## src/rtl/barret_mul_feed_pkg.sv

```systemverilog
// Shared NTT constants and FSM state type for the Barrett product feeder.
package barret_mul_feed_pkg;

    localparam logic [31:0] Q = 32'd8380417;
    localparam int unsigned DefaultWidth = 32;

    typedef enum logic [1:0] {IDLE, RUN, DONE} state_e;

endpackage

```

## src/rtl/radix4_digit_add.sv

```systemverilog
// One radix-4 partial-product step: sum = acc + ((digit * a) << shift).
module radix4_digit_add #(
    parameter int unsigned WIDTH  = 32,
    parameter int unsigned ShiftW = 5
) (
    input  logic [2*WIDTH-1:0] acc,
    input  logic [WIDTH-1:0]   a,
    input  logic [1:0]         digit,
    input  logic [ShiftW-1:0]  shift,
    output logic [2*WIDTH-1:0] sum
);

    logic [2*WIDTH-1:0] a_ext;
    logic [2*WIDTH-1:0] partial;

    always_comb begin
        a_ext   = {{WIDTH{1'b0}}, a};
        partial = '0;
        case (digit)
            2'd0: partial = '0;
            2'd1: partial = a_ext;
            2'd2: partial = a_ext << 1;
            2'd3: partial = a_ext + (a_ext << 1);
            default: partial = '0;
        endcase
        // Final product fits in 2*WIDTH bits, so the carry-out is dropped.
        sum = acc + (partial << shift);
    end

endmodule

```

## src/rtl/barret_mul_feed.sv

```systemverilog
// Sequential radix-4 multiplier feeding the Barrett reducer with a 2*WIDTH-bit product.
// Optional operand range flag enabled by defining BARRET_FEED_RANGE_CHECK_EN.
module barret_mul_feed
    import barret_mul_feed_pkg::*;
#(
    parameter int unsigned WIDTH = DefaultWidth
) (
    input  logic               clk,
    input  logic               rst,
    input  logic               in_valid,
    output logic               in_ready,
    input  logic [WIDTH-1:0]   a,
    input  logic [WIDTH-1:0]   b,
    output logic               out_valid,
    input  logic               out_ready,
    output logic [2*WIDTH-1:0] C,
    output logic               busy,
    output logic               range_err
);

    localparam int unsigned Iters  = WIDTH / 2;
    localparam int unsigned CntW   = (Iters > 1) ? $clog2(Iters) : 1;
    localparam int unsigned ShiftW = CntW + 1;
    localparam logic [CntW-1:0] LastCnt = CntW'(Iters - 1);

    state_e state_q, state_d;

    logic [WIDTH-1:0]   a_q, a_d;
    logic [WIDTH-1:0]   b_q, b_d;
    logic [2*WIDTH-1:0] acc_q, acc_d;
    logic [2*WIDTH-1:0] c_q, c_d;
    logic [CntW-1:0]    cnt_q, cnt_d;
    logic               out_valid_q, out_valid_d;
    logic               busy_q, busy_d;
    logic [ShiftW-1:0]  shift;
    logic [1:0]         digit;
    logic [2*WIDTH-1:0] sum;
    logic               accept;

    assign in_ready  = (state_q == IDLE);
    assign accept    = in_valid && in_ready;
    assign shift     = {cnt_q, 1'b0};
    assign digit     = b_q[shift +: 2];
    assign out_valid = out_valid_q;
    assign C         = c_q;
    assign busy      = busy_q;

    radix4_digit_add #(
        .WIDTH (WIDTH),
        .ShiftW(ShiftW)
    ) u_digit_add (
        .acc  (acc_q),
        .a    (a_q),
        .digit(digit),
        .shift(shift),
        .sum  (sum)
    );

    always_comb begin
        state_d     = state_q;
        a_d         = a_q;
        b_d         = b_q;
        acc_d       = acc_q;
        c_d         = c_q;
        cnt_d       = cnt_q;
        out_valid_d = out_valid_q;
        busy_d      = busy_q;
        case (state_q)
            IDLE: begin
                if (accept) begin
                    a_d     = a;
                    b_d     = b;
                    acc_d   = '0;
                    cnt_d   = '0;
                    busy_d  = 1'b1;
                    state_d = RUN;
                end
            end
            RUN: begin
                acc_d = sum;
                cnt_d = cnt_q + 1'b1;
                if (cnt_q == LastCnt) begin
                    c_d         = sum;
                    out_valid_d = 1'b1;
                    state_d     = DONE;
                end
            end
            DONE: begin
                if (out_ready) begin
                    out_valid_d = 1'b0;
                    busy_d      = 1'b0;
                    state_d     = IDLE;
                end
            end
            default: state_d = IDLE;
        endcase
    end

    always_ff @(posedge clk or posedge rst) begin
        if (rst) begin
            state_q     <= IDLE;
            a_q         <= '0;
            b_q         <= '0;
            acc_q       <= '0;
            c_q         <= '0;
            cnt_q       <= '0;
            out_valid_q <= 1'b0;
            busy_q      <= 1'b0;
        end else begin
            state_q     <= state_d;
            a_q         <= a_d;
            b_q         <= b_d;
            acc_q       <= acc_d;
            c_q         <= c_d;
            cnt_q       <= cnt_d;
            out_valid_q <= out_valid_d;
            busy_q      <= busy_d;
        end
    end

`ifdef BARRET_FEED_RANGE_CHECK_EN
    localparam int unsigned ExtW = (WIDTH > 32) ? WIDTH : 32;

    logic range_q, range_d;

    // Flag is captured at accept and held for the whole life of that operand pair.
    always_comb begin
        range_d = range_q;
        if (accept) begin
            range_d = (ExtW'(a) >= ExtW'(Q)) || (ExtW'(b) >= ExtW'(Q));
        end
    end

    always_ff @(posedge clk or posedge rst) begin
        if (rst) begin
            range_q <= 1'b0;
        end else begin
            range_q <= range_d;
        end
    end

    assign range_err = range_q;
`else
    assign range_err = 1'b0;
`endif

endmodule

```

## config.mk

```make
export PLATFORM = sky130hd
export DESIGN_NAME = barret_mul_feed
export DESIGN_NICKNAME = d
export VERILOG_FILES = /design/src/rtl/barret_mul_feed_pkg.sv /design/src/rtl/radix4_digit_add.sv /design/src/rtl/barret_mul_feed.sv
export SDC_FILE = /design/constraint.sdc
export NUM_CORES = 1
export LEC_CHECK = 0
export ABC_AREA = 1
export BUFFER_PORTS_ARGS = -buffer_cell sky130_fd_sc_hd__buf_4
export CORE_UTILIZATION = 45
export CTS_CLUSTER_DIAMETER = 50
export CTS_CLUSTER_SIZE = 16
export DETAILED_ROUTE_END_ITERATION = 6
export GPL_TIMING_DRIVEN = 1
export SLEW_MARGIN = 20
export SYNTH_ARGS = -nofsm -noshare
export SYNTH_HDL_FRONTEND = slang
export SYNTH_SLANG_ARGS = --single-unit
```

## constraint.sdc

```tcl
create_clock -name clk -period 8.1 [get_ports clk]
set_clock_uncertainty 0.15 [all_clocks]
set_input_delay 0.405 -clock clk [delete_from_list [all_inputs] [get_ports clk]]
set_output_delay 0.405 -clock clk [all_outputs]
set_load 0.05 [all_outputs]
```

After elaboration in Yosys (flattened, before gate mapping)
Index checks and enable logic that the tools add are counted.

word-level totals
  register bits after elaboration = 200
  word-level logic and storage cells = 48
  output and inout port bits = 68
  input bits = 68

operators by class
  reduce and logical (&&, ||, !) cells = 12
  add/subtract/negate cells = 3
  shifts and indexed selects = 2
  muxes and demuxes = 14
  equality and inequality tests = 9

operators by type and width
  operator                                                                  count
  64-bit one-hot mux with 4 select lines                                    1
  64-bit one-hot mux with 2 select lines                                    1
  64-bit adder                                                              1
  64-bit two-way mux                                                        1
  64-bit by 5-bit left shift with 64-bit output                             1
  32-bit by 33-bit adder with 34-bit output                                 1
  32-bit by 6-bit indexed part select with 2-bit output                     1
  3-bit AND reduction                                                       3
  4-bit one-hot mux with 2 select lines                                     1
  2-bit equality test (second input constant)                               3
  2-bit two-way mux                                                         3
  2-bit one-hot mux with 3 select lines                                     1
  2-bit AND reduction                                                       3
  2-bit nonzero test                                                        3
  4-bit by 1-bit adder with 4-bit output (second input constant)            1
  2-bit by 1-bit equality test with 1-bit output (second input constant)    2
  4-bit equality test (second input constant)                               1
  2-bit zero test                                                           2
  4-bit two-way mux                                                         1
  2-bit inequality test (second input constant)                             2
  1-bit one-hot mux with 2 select lines                                     2
  1-bit two-way mux                                                         3
  2-bit by 1-bit inequality test with 1-bit output (second input constant)  1
  1-bit logical AND                                                         1

Logic depth before layout (Yosys ltp)
Gate-level depths: netlist (run 1).

  depth in word-level cells = 6
  gate-level depth with buffers = 34
  gate-level depth less buffers = 34

Cells and area by module
Synthesis (run 1) repeated with hierarchy kept, for this count alone.

second synthesis, totals
  cell total of the unflattened synthesis = 2655
  area, all modules = 17470.5 um2

modules (own cells, without submodules)
  module            area an instance (um2)  sequential area each (um2)  cells each  instances
  radix4_digit_add  9754.4                  0.0                         1934        1
  barret_mul_feed   7716.2                  5004.8                      721         1

Least setup slack after synthesis (run 1)
Ideal clock, no wire load.

  kind = register -> register
  start point = reg cnt_q[0]
  end point = reg acc_q[38]
  data arrival time = 3.744 ns
  data required time = 7.832 ns
  stages on the path, launching flop included = 30
  period minus slack after synthesis = 4.012 ns
  path slack = 4.088 ns
  buffers on the path = 3
  library setup time = 0.118 ns
  cell sequence = dfrtp_1 > buf_6 > inv_6 > buf_6 > nand2_1 > nand3_1 > nand3_2 > nor2_4 > inv_2 > nand2_4 > buf_4 > nand2_1 > nor2_2 > inv_1 > nor3_1 > ha_1 > inv_1 > fa_1 > inv_1 > nand3_1 > nand2_1 > a21oi_1 > o21ai_0 > a21boi_0 > o21ai_0 > nand2_1 > nand2_1 > nand2_1 > nand3_1 > nand2_1

on the way
  longest elaborated chain between the ends = 6
  elaborated cells on any way between the ends = 9
  those cells by class = add/sub: 1; eq/ne: 3; shift: 2; mux: 2; reduce/logical: 1

ends and longest elaborated chain
  item                                                   line                    source
  start: declaration                                     barret_mul_feed.sv:32   logic [CntW-1:0] cnt_q, cnt_d;
  start signal: assignment                               barret_mul_feed.sv:115  cnt_q <= cnt_d;
  32-bit by 6-bit indexed part select with 2-bit output  barret_mul_feed.sv:43   assign digit = b_q[shift +: 2];
  2-bit equality test (tied with other cells)            radix4_digit_add.sv:19  case (digit)
  64-bit one-hot mux with 4 select lines                 radix4_digit_add.sv:19
  64-bit by 5-bit left shift with 64-bit output (*)      radix4_digit_add.sv:27  sum = acc + (partial << shift);
  64-bit adder (*)                                       radix4_digit_add.sv:27
  64-bit one-hot mux with 2 select lines (*)             barret_mul_feed.sv:68   case (state_q)
  end signal: assignment                                 barret_mul_feed.sv:104  acc_q <= '0;
  end signal: assignment                                 barret_mul_feed.sv:113  acc_q <= acc_d;
  end: declaration                                       barret_mul_feed.sv:30   logic [2*WIDTH-1:0] acc_q, acc_d;

Every way passes the cells marked *; elsewhere a longest branch is shown, timed or not. The select of a mux whose other input is x is not followed.
A chain may end at the register's enable or synchronous reset.

Final worst setup path (run 1)
  start point = reg cnt_q[3]
  end point = reg acc_q[38]

The elaborated chain is that of the path after synthesis.

==> metrics.txt, run 1 <==
largest net degree at the start of global routing=134; vias in the first global route=17,830; commonest non-fill, non-tap cell in the layout=nand2_1; worst hold start=in_valid; Req. time, crit path=8.36 ns; total track usage=0.3494; signal arrival time at the worst endpoint=6.70 ns; Most used DFF post-synth=dfrtp_1; Layout area overhead=14.94%; status=complete, no violations; Worst R2R Start=cnt_q[3]; Post-Syn Area=17,540 sq um; WS Path Type=flip-flop to flip-flop; share of the synthesized area in the top cell type=0.2853; drt pass-1 iters=6; H-tree depth=4; Max Slew Vio Count=0; initial antenna violation count=0; RSZ-0062 raised after global routing=no; Mean Syn Cell Area=6.449 sq um; CTS clock-pin slew for the worst setup and hold paths=0.08 ns; CTS tree=built; Initial Utilization=0.4613; GPL Wtd Cong=1.046; slew margin rel.=0.3001; die width=199.4 microns; FFs w/ async S/R, synth=1.000; FF-to-FF End=acc_q[38]; MaxCap Viol Count=0; R2R setup slack=1.65 ns; FMAX=155.1 MHz; mux cell area share after synthesis=0.03852; IO buf count=134; Seq. cell area=5006 sq um; Die Area=39,770 sq um; ANT nets after route=0; Crit Path Max Fanout=55; largest family of logic cells by synthesized area=simple AND/OR/NAND/NOR gates; clk sinks=200; post-detail-place hpwl=53.07 mm; deepest clock path buffer count=2; post-synth cell types=49; WHS Endpoint=cnt_q[2]; Post-Synth Simple-Gate Area=0.4042; Adder-Cell Fraction of Synth Area=0.07076; TritonCTS buffer count=17; Ant. Diodes=0; Syn Nets=2,886; io pins=136; worst reg-to-reg path cell count=24; die height=199.4 microns; most frequent cells in the layout=nand2_1, nand3_1, inv_1; fin crit share=0.7961; Yosys reg bits=200; drt wl/cell=19.88 microns; root buf cell=clkbuf_16; post-synthesis compound-gate area fraction=0.09259; grt total ovfl=0; layout cell share with drive strength beyond 1=0.1037; Rows=71; clk_lat worst skew=0.52 ns; nets=3,035; final setup violation count=0; Post-Synth XOR/XNOR Area=0.01398; via/cell ratio=5.607; first-pass GRT wire length=104.0 mm; Worst Hold Path Cells=5; crit end category=flip-flop; fin crit period=6.449 ns; Post-Synthesis Cells=2,720; FILL cells=3,947; sequential-to-total area share from yosys stat=0.2853; Hold Crit Class=primary input to flip-flop; DR vias=19,020; crit start category=flip-flop; Final Hold Vio Count=0; First DRT Iteration DRCs=1,924; TNS Setup=0 ns; multi-input logic area=10,890 sq um; cell taking the most area after synthesis=dfrtp_1; Post-synth EDFFs=0; Least-Margin Pin Slew=1.039 ns; Yosys warnings=0; Area contributors post-synth=dfrtp_1, nand2_1, nand3_1, ha_1, inv_1; drt drc=0; area of the core=38,020 sq um; Routed WL=67.45 mm
cells in the mapped netlist, types with 3 or more instances:
cell and count:
nand2_1 859, nand3_1 406, inv_1 317, dfrtp_1 200, nor2_1 198, o21ai_0 129
a21oi_1 112, ha_1 96, nand4_1 66, mux2_2 60, clkbuf_1 42, xor2_1 25
buf_1 24, nor3_1 24, inv_2 15, a31oi_1 14, or2_2 12, o21bai_1 11
nand3b_1 10, and2_1 9, nand3_2 9, buf_4 8, buf_6 7, nor2_4 7
a21o_1 6, nor4_1 6, o211ai_1 6, nor2_8 4, o21a_1 4, a21boi_0 3
nand2_4 3, o21ai_1 3, xnor2_1 3
layer usage:
layer / up-vias / GRT usage / wire (microns)
li1: 9236 / - / -
met1: 8856 / 0.4961 / 31180
met2: 839 / 0.5363 / 29090
met3: 92 / 0.05013 / 5229
met4: 0 / 0.1264 / 1946
met5: - / 0 / 0
metrics by stage:
stage | instance area, sq um | std cells | util | worst slack [ns] | hold slack [ns]
4_1_cts | 20160 | 3393 | 0.5303 | 1.814 | 0.2226
2_1_floorplan | 17540 | 2720 | - | 2.091 | 0.3053
3_5_place_dp | 18910 | 3295 | 0.4972 | 1.816 | 0.3163
3_3_place_gp | 18910 | 3295 | 0.4972 | 1.711 | 0.3142
6_report | 20160 | 3393 | 0.5303 | 1.651 | 0.2543
5_1_grt | 20160 | 3393 | 0.5303 | 1.194 | 0.2610
critical path, cell delays in order, from the launching register on:
cell      delay [ns]
dfrtp_1         0.36
buf_4           0.29
inv_2           0.74
nand2_1         0.24
nor2_4          0.21
nor2_8          0.09
nor2_8          0.40
nand2_1         0.14
nand3_1         0.15
nand2_1         0.11
nor2_1          0.18
nand2_1         0.16
fa_1            0.46
inv_1           0.10
nand3_1         0.07
nand2_1         0.20
a21oi_1         0.18
o21ai_0         0.66
a21boi_0        0.42
o21ai_0         0.53
nand2_1         0.17
nand2_1         0.10
nand2_1         0.07
nand3_1         0.08
nand2_1         0.06
flip-flops by register name (all words and copies together) (netlist names):
name	flops
C	64
acc_q	64
a_q	32
b_q	32
cnt_q	4
state_q	2
busy	1
out_valid	1
worst max path at each step:
stage | start | to | slack (ns) | cells past startpoint
floorplan | rst | C[0] | 2.09 | 1
global placement | cnt_q[3] | acc_q[38] | 1.71 | 24
finish | cnt_q[3] | acc_q[38] | 1.65 | 24
global route | cnt_q[3] | C[40] | 1.19 | 23
detailed placement | cnt_q[3] | C[38] | 1.82 | 24
CTS | cnt_q[3] | C[38] | 1.81 | 24
kinds of logic (layout without fill, tap and decap cells):
kind of cell	after synthesis	in the layout
simple gates	1618	1618
fa+ha+maj	98	98
compound gates	299	299
other cells	1	1
xor+xnor	28	28
flops	200	200
mux	60	60
buf+inv	416	578
repair_timing:
action	CTS	global route
hold buffers	66	0
hold endpoints to repair	93	0
resized for setup	0	0
setup buffers	0	0
layout make-up:
class | instances | area share
tap | 511 | 0.03171
inverter | 334 | 0.06305
clock buffer | 17 | 0.02110
timing repair buffer | 212 | 0.08713
multi-input combinational | 2104 | 0.5403
sequential | 200 | 0.2483
clock inverter | 15 | 0.008440
Power of run 1 is not shown: default switching activity piles up to over one toggle a cycle in this logic, so the estimate is an artifact.
==> inputs of run 2 (changes only) <==
--- a/config.mk
+++ b/config.mk
@@ -5,13 +5,14 @@
 export SDC_FILE = /design/constraint.sdc
 export NUM_CORES = 1
 export LEC_CHECK = 0
-export ABC_AREA = 1
+export ABC_AREA = 0
 export BUFFER_PORTS_ARGS = -buffer_cell sky130_fd_sc_hd__buf_4
 export CORE_UTILIZATION = 45
 export CTS_CLUSTER_DIAMETER = 50
 export CTS_CLUSTER_SIZE = 16
 export DETAILED_ROUTE_END_ITERATION = 6
 export GPL_TIMING_DRIVEN = 1
+export PLACE_DENSITY = 0.66
 export SLEW_MARGIN = 20
 export SYNTH_ARGS = -nofsm -noshare
 export SYNTH_HDL_FRONTEND = slang
==> constraint.sdc (replaced) <==
create_clock -name clk -period 5.4 [get_ports clk]
set_clock_uncertainty 0.15 [all_clocks]
set_input_delay 0.27 -clock clk [delete_from_list [all_inputs] [get_ports clk]]
set_output_delay 0.27 -clock clk [all_outputs]
set_load 0.05 [all_outputs]
==> metrics.txt, run 2 <==
slew margin rel.=0.4335; GPL Wtd Cong=1.047; TNS Setup=-54.26 ns; cell taking the most area after synthesis=dfrtp_1; vias in the first global route=16,060; via/cell ratio=5.731; Final Non-Filler Cells=2,836; Layout area overhead=54.88%; Rows=66; share of the synthesized area in the top cell type=0.3312; Req. time, crit path=5.60 ns; crit end category=flip-flop; CTS tree=built; IO buf count=134; TritonCTS buffer count=17; Syn Nets=1,896; post-detail-place hpwl=37.95 mm; Bufs and invs on worst path=6; post-synth cell types=74; Final Hold Vio Count=0; area of the core=32,780 sq um; io pins=136; deepest clock path buffer count=2; Worst path most repeated cell=buf_4; clk sinks=200; Hold Crit Class=primary input to async pin; root buf cell=clkbuf_16; most frequent cells after synthesis=nand2_1, dfrtp_1, o21ai_0; Hold Worst Slack=0.2777 ns; top-count cell post-synth=nand2_1; CTS clock-pin slew for the worst setup and hold paths=0.08 ns; Mean Syn Cell Area=8.735 sq um; Seq. cell area=5017 sq um; die height=185.3 microns; Post-Synthesis Cells=1,730; MaxCap Viol Count=0; first-pass GRT wire length=84.44 mm; Yosys warnings=0; Crit Path Max Fanout=6; layout cell share with drive strength beyond 1=0.4373; FILL cells=2,453; Most used DFF post-synth=dfrtp_1; clk_lat worst skew=0.47 ns; Worst path top cell family by delay=compound AO/OA/AOI/OAI gates; commonest non-fill, non-tap cell in the layout=buf_4; Ant. Diodes=0; H-tree depth=4; initial antenna violation count=0; Post-synth EDFFs=0; violated checks=negative setup slack; Inst Count DP=2,646; drt drc=0; Post-Syn Area=15,110 sq um; grt total ovfl=0; RSZ-0062 raised after global routing=yes; drt pass-1 iters=7; fin crit share=1.164; Max Slew Vio Count=0; total track usage=0.3149; placed cell areas=19,760 sq um; FMAX=159.1 MHz; nets=2,547; Least-Margin Pin Slew=0.8497 ns; fin worst setup slack=-0.8846 ns; Slowest cell on crit path=mux4_2; Initial Utilization=0.4610; Final Cell Area=23,410 sq um; final setup violation count=96; die width=185.3 microns; drt wl/cell=19.45 microns; crit start category=flip-flop; signal arrival time at the worst endpoint=6.49 ns; FFs w/ async S/R, synth=1.000; most frequent cells in the layout=buf_4, nand2_1, dfrtp_1; status=finished, violations left; sequential-to-total area share from yosys stat=0.3312; First DRT Iteration DRCs=1,174; largest net degree at the start of global routing=115; DR vias=16,250; multi-input logic area=11,240 sq um; crit-path max cell delay=0.53 ns; Die Area=34,320 sq um; ANT nets after route=0; fin crit period=6.285 ns; Area contributors post-synth=dfrtp_1, ha_1, nand2_1, mux2_2, o21ai_0; Yosys reg bits=200; WS Path Type=flip-flop to flip-flop; Routed WL=55.15 mm
[run 2: through the flow]
| stage | util | setup WS [ns] |
|---|---|---|
| detailed placement | 0.6028 | -1.124 |
| global placement | 0.6028 | -0.9290 |
| global route | 0.7140 | -0.9988 |
| finish | 0.7140 | -0.8846 |
| CTS | 0.6793 | -0.5462 |
| floorplan | - | -0.1708 |
[run 2: final timing paths]
path | startpoint | end | slack (ns) | cells past startpoint
setup / recovery | cnt_q[1] | C[60] | -0.88 | 28
hold / removal | rst | C[4] | 0.28 | 3
setup reg to reg | cnt_q[1] | C[60] | -0.88 | 28
hold reg to reg | C[43] | C[43] | 0.32 | 2
max in group asynchronous | rst | cnt_q[0] | 3.56 | 4
min in group clk | C[43] | C[43] | 0.32 | 2
[run 2: worst register-to-register path, delay by kind of cell, from the launching register on]
family	cells	cell delay, ns
AOI/OAI and AO/OA	11	2.17
muxes	6	1.77
buffers and inverters	6	1.01
DFF	1	0.47
adders and majority gates	1	0.27
and+or+nand+nor	3	0.18
xor gates and xnor gates	1	0.15
[run 2: cell type report]
| type | instances | share of cell area |
|---|---|---|
| Inverter | 39 | 0.006415 |
| Sequential cell | 200 | 0.2144 |
| Clock buffer | 17 | 0.01818 |
| Clock inverter | 15 | 0.007858 |
| Timing Repair Buffer | 735 | 0.2494 |
| Multi-Input combinational cell | 1388 | 0.4801 |
| Tap cell | 442 | 0.02363 |
[run 2: logic make-up after synthesis]
logic type,count (synthesis),synth area share
xor gates and xnor gates,81,0.04694
buffers and inverters,143,0.03891
muxes,142,0.1095
other,1,0.0002481
AOI/OAI and AO/OA,537,0.2370
DFF,200,0.3312
and+or+nand+nor,528,0.1542
adders and majority gates,98,0.08213
[run 2: timing repair]
item                       in CTS  in global routing
hold buffers                   68                  0
buffers inserted               54                 39
cloned                          2                  0
resized for setup             172                170
setup endpoints to repair     102                104
pin swaps                      84                 84
hold endpoints to repair       92                  0
[run 2: metal layers]
layer / vias up / track usage / part of all wire
met1: 7900 / 0.4008 / 0.42
met4: 0 / 0.1203 / 0.033
met5: - / 0 / 0
li1: 7669 / - / -
met2: 559 / 0.5356 / 0.49
met3: 125 / 0.04719 / 0.052
Power of run 2 is left out for the same reason.
